**src/rtl/benes_route_ctrl.sv**
```systemverilog
// benes_route_ctrl
// Stores per-route Benes switch settings (module-side and slot-side words for
// every stage) and sequences their application to the network: apply, wait
// for the interconnect to settle, then flag the route as active.
// Optional feature macro: BENES_ROUTE_IDENTITY_EN -- when defined, route 0 is
// a hardwired, always-valid identity route (all-zero words) that cannot be
// overwritten; when undefined, route 0 is an ordinary table entry.
module benes_route_ctrl #(
  parameter  int STAGE_NUM  = 9,
  parameter  int SWITCH_NUM = 16,
  parameter  int ROUTE_NUM  = 8,
  parameter  int SETTLE_CYC = 4,
  localparam int RID_W      = (ROUTE_NUM > 1) ? $clog2(ROUTE_NUM) : 1,
  localparam int SID_W      = (STAGE_NUM > 1) ? $clog2(STAGE_NUM) : 1
) (
  input  logic                  clk,
  input  logic                  rst_n,
  // table write port
  input  logic                  i_cfg_valid,
  input  logic [RID_W-1:0]      i_cfg_route,
  input  logic [SID_W-1:0]      i_cfg_stage,
  input  logic [SWITCH_NUM-1:0] i_cfg_module_sw,
  input  logic [SWITCH_NUM-1:0] i_cfg_slot_sw,
  output logic                  o_cfg_ready,
  // route-apply handshake
  input  logic                  i_req_valid,
  input  logic [RID_W-1:0]      i_req_route,
  output logic                  o_req_ready,
  // switch settings driven into the network
  output logic [SWITCH_NUM-1:0] o_module_select [0:STAGE_NUM-1],
  output logic [SWITCH_NUM-1:0] o_slot_select   [0:STAGE_NUM-1],
  // status
  output logic                  o_route_active,
  output logic [RID_W-1:0]      o_route_id,
  output logic                  o_err
);

  typedef enum logic [1:0] {
    IDLE   = 2'd0,
    SETTLE = 2'd1,
    ACTIVE = 2'd2
  } state_t;

  localparam int               CNT_W       = (SETTLE_CYC > 0) ? $clog2(SETTLE_CYC + 1) : 1;
  localparam logic [CNT_W-1:0] SETTLE_LOAD = CNT_W'(SETTLE_CYC);
  localparam logic [CNT_W-1:0] CNT_ONE     = CNT_W'(1);
  localparam logic [SID_W-1:0] FIRST_STAGE = '0;
  localparam logic [SID_W-1:0] LAST_STAGE  = SID_W'(STAGE_NUM - 1);

  // Route table payload. Deliberately not reset: the valid bits alone decide
  // whether an entry may be applied, so stale words are harmless.
  logic [SWITCH_NUM-1:0] mod_tbl_q  [0:ROUTE_NUM-1][0:STAGE_NUM-1];
  logic [SWITCH_NUM-1:0] slot_tbl_q [0:ROUTE_NUM-1][0:STAGE_NUM-1];

  logic [ROUTE_NUM-1:0]  valid_q, valid_d;
  state_t                state_q, state_d;
  logic [CNT_W-1:0]      cnt_q, cnt_d;
  logic [RID_W-1:0]      route_id_q, route_id_d;
  logic                  active_q, active_d;
  logic                  err_q, err_d;
  logic [SWITCH_NUM-1:0] mod_sel_q  [0:STAGE_NUM-1];
  logic [SWITCH_NUM-1:0] mod_sel_d  [0:STAGE_NUM-1];
  logic [SWITCH_NUM-1:0] slot_sel_q [0:STAGE_NUM-1];
  logic [SWITCH_NUM-1:0] slot_sel_d [0:STAGE_NUM-1];

  // Words of the requested route, read from the table before any same-cycle
  // write lands, so a simultaneous write never affects the request.
  logic [SWITCH_NUM-1:0] rd_mod  [0:STAGE_NUM-1];
  logic [SWITCH_NUM-1:0] rd_slot [0:STAGE_NUM-1];

  logic cfg_ready;
  logic req_ready;
  logic cfg_fire;
  logic req_fire;
  logic cfg_stage_ok;
  logic cfg_route_locked;
  logic cfg_write;
  logic cfg_err;
  logic req_is_ident;
  logic req_route_ok;
  logic req_same_active;
  logic req_apply;
  logic req_err;

  // The entry currently driving the network (settling or active) is frozen.
  assign cfg_ready    = !((i_cfg_route == route_id_q) && (state_q != IDLE));
  assign req_ready    = (state_q != SETTLE);
  assign cfg_fire     = i_cfg_valid && cfg_ready;
  assign req_fire     = i_req_valid && req_ready;
  assign cfg_stage_ok = (32'(i_cfg_stage) < 32'(STAGE_NUM));

`ifdef BENES_ROUTE_IDENTITY_EN
  assign cfg_route_locked = (i_cfg_route == '0);
  assign req_is_ident     = (i_req_route == '0);
`else
  assign cfg_route_locked = 1'b0;
  assign req_is_ident     = 1'b0;
`endif

  // A write to a bad stage or to the locked identity route is consumed but dropped.
  assign cfg_write = cfg_fire && cfg_stage_ok && !cfg_route_locked;
  assign cfg_err   = cfg_fire && !(cfg_stage_ok && !cfg_route_locked);

  assign req_route_ok    = (32'(i_req_route) < 32'(ROUTE_NUM)) &&
                           (req_is_ident || valid_q[i_req_route]);
  assign req_same_active = (state_q == ACTIVE) && (i_req_route == route_id_q);
  assign req_err         = req_fire && !req_route_ok;
  assign req_apply       = req_fire && req_route_ok && !req_same_active;

  // Stage 0 opens a rewrite (entry invalid), the last stage closes it (valid).
  always_comb begin
    valid_d = valid_q;
    if (cfg_write) begin
      if (i_cfg_stage == FIRST_STAGE) valid_d[i_cfg_route] = 1'b0;
      if (i_cfg_stage == LAST_STAGE)  valid_d[i_cfg_route] = 1'b1;
    end
  end

  // Select words for the requested route; the identity route reads as zeros.
  always_comb begin
    for (int s = 0; s < STAGE_NUM; s++) begin
      rd_mod[s]  = req_is_ident ? '0 : mod_tbl_q[i_req_route][s];
      rd_slot[s] = req_is_ident ? '0 : slot_tbl_q[i_req_route][s];
    end
  end

  // Next-state logic for the apply/settle/active sequencer and its outputs.
  always_comb begin
    state_d    = state_q;
    cnt_d      = cnt_q;
    route_id_d = route_id_q;
    active_d   = active_q;
    err_d      = cfg_err || req_err;
    for (int s = 0; s < STAGE_NUM; s++) begin
      mod_sel_d[s]  = mod_sel_q[s];
      slot_sel_d[s] = slot_sel_q[s];
    end

    if (state_q == SETTLE) begin
      if (cnt_q <= CNT_ONE) begin
        state_d  = ACTIVE;
        active_d = 1'b1;
        cnt_d    = '0;
      end else begin
        cnt_d = cnt_q - CNT_ONE;
      end
    end

    // Requests are only taken outside SETTLE, so this never races the countdown.
    if (req_apply) begin
      state_d    = SETTLE;
      cnt_d      = SETTLE_LOAD;
      active_d   = 1'b0;
      route_id_d = i_req_route;
      for (int s = 0; s < STAGE_NUM; s++) begin
        mod_sel_d[s]  = rd_mod[s];
        slot_sel_d[s] = rd_slot[s];
      end
    end
  end

  // Route table payload write.
  always_ff @(posedge clk) begin
    if (cfg_write) begin
      mod_tbl_q[i_cfg_route][i_cfg_stage]  <= i_cfg_module_sw;
      slot_tbl_q[i_cfg_route][i_cfg_stage] <= i_cfg_slot_sw;
    end
  end

  // Control and select registers; reset abandons any settle in progress.
  always_ff @(posedge clk or negedge rst_n) begin
    if (!rst_n) begin
      valid_q    <= '0;
      state_q    <= IDLE;
      cnt_q      <= '0;
      route_id_q <= '0;
      active_q   <= 1'b0;
      err_q      <= 1'b0;
      for (int s = 0; s < STAGE_NUM; s++) begin
        mod_sel_q[s]  <= '0;
        slot_sel_q[s] <= '0;
      end
    end else begin
      valid_q    <= valid_d;
      state_q    <= state_d;
      cnt_q      <= cnt_d;
      route_id_q <= route_id_d;
      active_q   <= active_d;
      err_q      <= err_d;
      for (int s = 0; s < STAGE_NUM; s++) begin
        mod_sel_q[s]  <= mod_sel_d[s];
        slot_sel_q[s] <= slot_sel_d[s];
      end
    end
  end

  assign o_cfg_ready     = cfg_ready;
  assign o_req_ready     = req_ready;
  assign o_module_select = mod_sel_q;
  assign o_slot_select   = slot_sel_q;
  assign o_route_active  = active_q;
  assign o_route_id      = route_id_q;
  assign o_err           = err_q;

endmodule

```
**config.mk**
```make
export PLATFORM = sky130hd
export DESIGN_NAME = benes_route_ctrl
export DESIGN_NICKNAME = d
export VERILOG_FILES = /design/src/rtl/benes_route_ctrl.sv
export SDC_FILE = /design/constraint.sdc
export NUM_CORES = 2
export LEC_CHECK = 0
export BUFFER_PORTS_ARGS = -buffer_cell sky130_fd_sc_hd__buf_2
export CELL_PAD_IN_SITES_DETAIL_PLACEMENT = 0
export CELL_PAD_IN_SITES_GLOBAL_PLACEMENT = 1
export CORE_MARGIN = 10
export CORE_UTILIZATION = 50
export DETAILED_ROUTE_END_ITERATION = 7
export GPL_TIMING_DRIVEN = 0
export PLACE_DENSITY = 0.71
export SYNTH_ARGS = -nofsm -noshare
export SYNTH_HDL_FRONTEND = slang
export SYNTH_SLANG_ARGS = --single-unit
```
**constraint.sdc**
```tcl
create_clock -name clk -period 4.6 [get_ports clk]
set_clock_uncertainty 0.05 [all_clocks]
set_input_delay 0.69 -clock clk [delete_from_list [all_inputs] [get_ports clk]]
set_output_delay 0.69 -clock clk [all_outputs]
set_load 0.02 [all_outputs]
```
== Word level (Yosys, flattened, before mapping) ==
Memory sizes are Yosys's and may differ from the RTL's. A register that Yosys moved wholly into a read port is not among the register bits.
Cells that the tools add are included.
Operators by class
  bitwise logic cells: 4
  add/subtract/negate cells: 1
  mux-type cells: 20
  reduce and logical (&&, ||, !) cells: 23
  $lt $le $gt $ge: 7
  equality and inequality tests: 6
Operators with widths (number)
  $mux 144: 1
  $demux 16 s4: 1
  $mux 8: 3
  $mux 16: 1
  $logic_and 1x1->1: 11
  $mux 3: 3
  $and 8x8->8: 1
  $lt 3x4->1 const B: 2
  $not 8->8: 1
  $or 8x8->8: 1
  $eq 3x3->1: 2
  $logic_not 1->1: 6
  $mux 1: 6
  $mux 2: 3
  $reduce_bool 2->1: 3
  $ge 5x5->1 const B: 1
  $lt 5x1->1 const B: 1
  $not 4->5: 1
  $eq 4x4->1 const B: 1
  $logic_not 4->1: 1
  $lt 4x4->1 const B: 1
  $bmux 1 s3: 1
  $demux 1 s3: 1
  $ge 3x1->1 const B: 1
  7 further kinds: 7
Storage, ports and cells
  register bits: 18
  bits of input ports: 46
  word-level logic and storage cells: 69
  memories kept: 2
  RAM bits: 2304
Memories
  mod_tbl_q: depth 8, bits a word 144, rd ports 1, clocked after memory_dff 1, wr ports 1, RTL line 52  | logic [SWITCH_NUM-1:0] mod_tbl_q [0:ROUTE_NUM-1][0:STAGE_NUM-1];
  slot_tbl_q: depth 8, bits a word 144, rd ports 1, clocked after memory_dff 1, wr ports 1, RTL line 53  | logic [SWITCH_NUM-1:0] slot_tbl_q [0:ROUTE_NUM-1][0:STAGE_NUM-1];

== Depth between registers and ports, before layout ==
  depth in word-level cells: 10
  gate-level depth with buffers: 8

== Worst setup path before layout ==
Ideal clock, no wire load.
  path kind: input-to-reg
  start point: input i_cfg_route[0]
  end point: memory mod_tbl_q[0][64] (netlist name) (enable)
  data required time: 4.129 ns
  arrival: 3.355 ns
  path slack: 0.773 ns
  library setup time: 0.421 ns
  buffers on the path: 2
  cell stages on the path: 6
  cell sequence: clkbuf_1 > xnor2_1 > a41oi_1 > clkbuf_1 > nand3_1 > nor2_1
On the way
  cells in the longest elaborated chain, start to end: 7
RTL lines
  start, declared: RTL line 20  | input logic [RID_W-1:0] i_cfg_route,
  $eq 3x3->1: RTL line 86  | assign cfg_ready = !((i_cfg_route == route_id_q) && (state_q != IDLE));
  $logic_and 1x1->1: RTL line 86
  $logic_not 1->1: RTL line 86
  $logic_and 1x1->1: RTL line 88  | assign cfg_fire = i_cfg_valid && cfg_ready;
  $logic_and 1x1->1: RTL line 101  | assign cfg_write = cfg_fire && cfg_stage_ok && !cfg_route_locked;
  $mux 1: RTL line 164  | if (cfg_write) begin
  $mux 144 (implied by the code): RTL line 165  | mod_tbl_q[i_cfg_route][i_cfg_stage] <= i_cfg_module_sw;
  end, declared: RTL line 52
Several ways; a longest one is shown, not always the timed one.

== Worst setup path in the final report ==
  start point: register state_q[1]
  end point: memory slot_tbl_q[6][68] (netlist name) (enable)
On the way
  cells in the longest elaborated chain, start to end: 7
RTL lines
  start, declared: RTL line 56  | state_t state_q, state_d;
  start signal, assigned: RTL line 185  | state_q <= state_d;
  $reduce_bool 2->1: RTL line 86
  $logic_and 1x1->1: RTL line 86
  $logic_not 1->1: RTL line 86
  $logic_and 1x1->1: RTL line 88
  $logic_and 1x1->1: RTL line 101
  $mux 1: RTL line 164
  $mux 144 (implied by the code): RTL line 166  | slot_tbl_q[i_cfg_route][i_cfg_stage] <= i_cfg_slot_sw;
  end, declared: RTL line 53
No other way between the ends.

==> out/qor.txt <==
Peak VDD IR - 0.364 mV
Synth Cell Area - 98200 µm²
Top Ports - 341
Post-synth EDFFs - 2304
Clk slew on worst S/H paths - 0.06 ns
Crit path kind - reg2reg
Slew headroom - 1.65%
Average routed wire per standard cell - 32.1 µm
GRT Total Usage - 22.9%
Final Hold Fails - 0
Post-synth top area cell - edfxtp_1
Achievable Freq - 0.266 GHz
Worst-case clock buffer depth - 4
Mean Syn Cell Area - 23.8 µm²
Fraction of layout cells with a size suffix above 1 - 37.8%
Fin. max-slew vios - 0
DR pass1 iterations - 5
Sequential area share after synthesis - 78.2%
Synth top area cells - edfxtp_1 70%, mux4_2 13%, dfrtp_1 7.8%
CP Launch Type - flip-flop
Total chip power - 0.0568 W
TritonCTS clock tree - done
Synth top cells by count - 2304 x edfxtp_1, 578 x mux4_2, 348 x mux2_2, 305 x dfrtp_1, 232 x mux2_1
Status - finished clean
Hold/Removal Path Class - in2reg
Dominant synthesized flop cell - edfxtp_1
Final Cycle Share - 81.7%
H-tree levels - 5
Async SR Flop Fraction - 11.7%
Slew @ Worst Pin - 1.48 ns
Residual DRC - 0
Die area - 215000 µm²
CTS root buf - clkbuf_16
CP arrival - 4.31 ns
Hold Path Depth - 1
First-pass GRT wire length - 353000 µm
Post-CTS Setup Bufs - 0
Worst hold margin - 0.0727 ns
Largest net degree at the start of global routing - 104
Die width - 463 µm
Crit Path Max Fanout - 17
Leak - 38.1 nW
Power density cells - 494 nW/µm²
FP Rows - 162
Number of nets with antenna violations after routing - 0
Routed WL - 248000 µm
Area Overhead vs Synth - 17.1%
Routed via count - 46100
CTS buffer count - 283
Gr ovfl total - 0
Crit end category - flip-flop
Nets - 4899
Initial antenna violation count - 30
Worst path required time - 5.15 ns
Synthesis Warnings - 0
CTS sink count - 2609
Clock Latency Late Sink - 0.91 ns
Vias in the first global route - 47300
RSZ-0062 raised after global routing - false
Post_cts resized - 0
Yosys top cell area share - 70.4%
Starting Density - 50.3%
Starting DRT DRC Count - 5328
Placer Congestion - 0.768
R2R depth - 6
Core Footprint - 195000 µm²
Post-DP HPWL - 152000 µm
Unique masters post-synth - 35
DR vias/cell - 5.98
Port bufs - 334
Post-Syn Nets - 4178
Final setup violation count - 0
Count leader, synth - edfxtp_1
Max_cap viols - 0
Fin crit period - 3.76 ns
Flops & latches, synth - 2609
Die H - 463 µm
Cells after Synth - 4130
==> state kept, by name, indices dropped and copies added, names as in the netlist <==
signal / cells
o_err: 1
state_q: 2
slot_tbl_q: 1152
o_route_id: 3
mod_tbl_q: 1152
o_slot_select: 144
cnt_q: 3
valid_q: 8
o_module_select: 144
==> area by class of cell <==
cell class	count	area, µm²
Inverter	13	48.8
Multi-Input combinational cell	1303	20800
Clock buffer	389	7920
Clock inverter	107	938
Sequential cell	2609	76800
Fill cell	13900	80200
Timing Repair Buffer	436	4120
Antenna cell	16	40.0
Tap cell	2624	3280
Buffer	205	1060
==> cells by family after synthesis <==
kind of cell    share of synthesized area (%)
flops                                    78.2
mux                                      19.9
buf+inv                                  1.11
simple gates                            0.547
compound gates                          0.136
xor+xnor                               0.0535
fa+ha+maj                              0.0255
==> worst max-delay path, stage by stage (launching register included) <==
cell      delay (ns)
dfrtp_1         0.43
or2_2           0.31
a41oi_1         0.49
clkbuf_1        0.39
nand3_1         0.68
nor2_4          0.81
buf_16          0.25
==> cells in the final DEF, fill, tap and decap left out, drive strengths merged <==
cell type	instances
o21ba	1
clkinvlp	2
xor2	3
mux2	580
or2	2
dlygate4sd3	2
nor4	1
nor2	77
a211o	1
dfrtp	305
or3	3
clkinv	82
o311ai	1
clkbuf	497
o21a	1
o2bb2ai	8
or3b	3
inv	19
nor2b	3
nand4b	1
nand3	16
bufinv	17
mux4	578
xnor2	3
diode	16
nand3b	3
nand4	1
nand2b	1
nand2	7
ha	2
edfxtp	2304
nor3b	2
buf	531
a21oi	2
o21ai	2
a41oi	1
==> path summary, 6_finish.rpt <==
path / startpoint / end / slack, ns
setup / recovery: state_q[1] / slot_tbl_q[6][68] / 0.84
min in group asynchronous: rst_n / o_slot_select[53] / 0.19
hold reg to reg: o_module_select[47] / o_module_select[47] / 0.43
setup reg to reg: state_q[1] / slot_tbl_q[6][68] / 0.84
hold / removal: i_cfg_module_sw[5] / mod_tbl_q[0][53] / 0.07
max in group asynchronous: rst_n / o_module_select[116] / 3.38
==> stage by stage <==
step           cells  setup TNS, ns  utilization [%]  instance area (µm²)  worst slack (ns)
2_1_floorplan   4130              0                -                98200             0.773
3_3_place_gp    7088       -2905.65             52.9               103000             -4.11
3_5_place_dp    7188              0             54.3               106000             0.262
4_1_cts         7686              0             58.9               115000             0.797
5_1_grt         7689              0             58.9               115000             0.653
6_report        7702              0             58.9               115000             0.844
==> per-layer routing <==
metal | track usage [%] | up-vias | wire length [µm]
li1 | - | 18700 | -
met1 | 32.2 | 24900 | 101000
met2 | 36.2 | 2034 | 118000
met3 | 4.41 | 418 | 19700
met4 | 7.60 | 0 | 8430
met5 | 0 | - | 0
==> repair_timing <==
item,in CTS,in global routing
endpoints found under the hold margin,175,0
setup endpoints to repair,0,0
hold buffers,2,0
==> report_power, final <==
part | internal, W | switching, W
Sequential | 0.0271 | 0.00106
Combinational | 0.00254 | 0.00415
Clock | 0.0130 | 0.00891
Note: power is estimated with default switching activity, not from simulation.
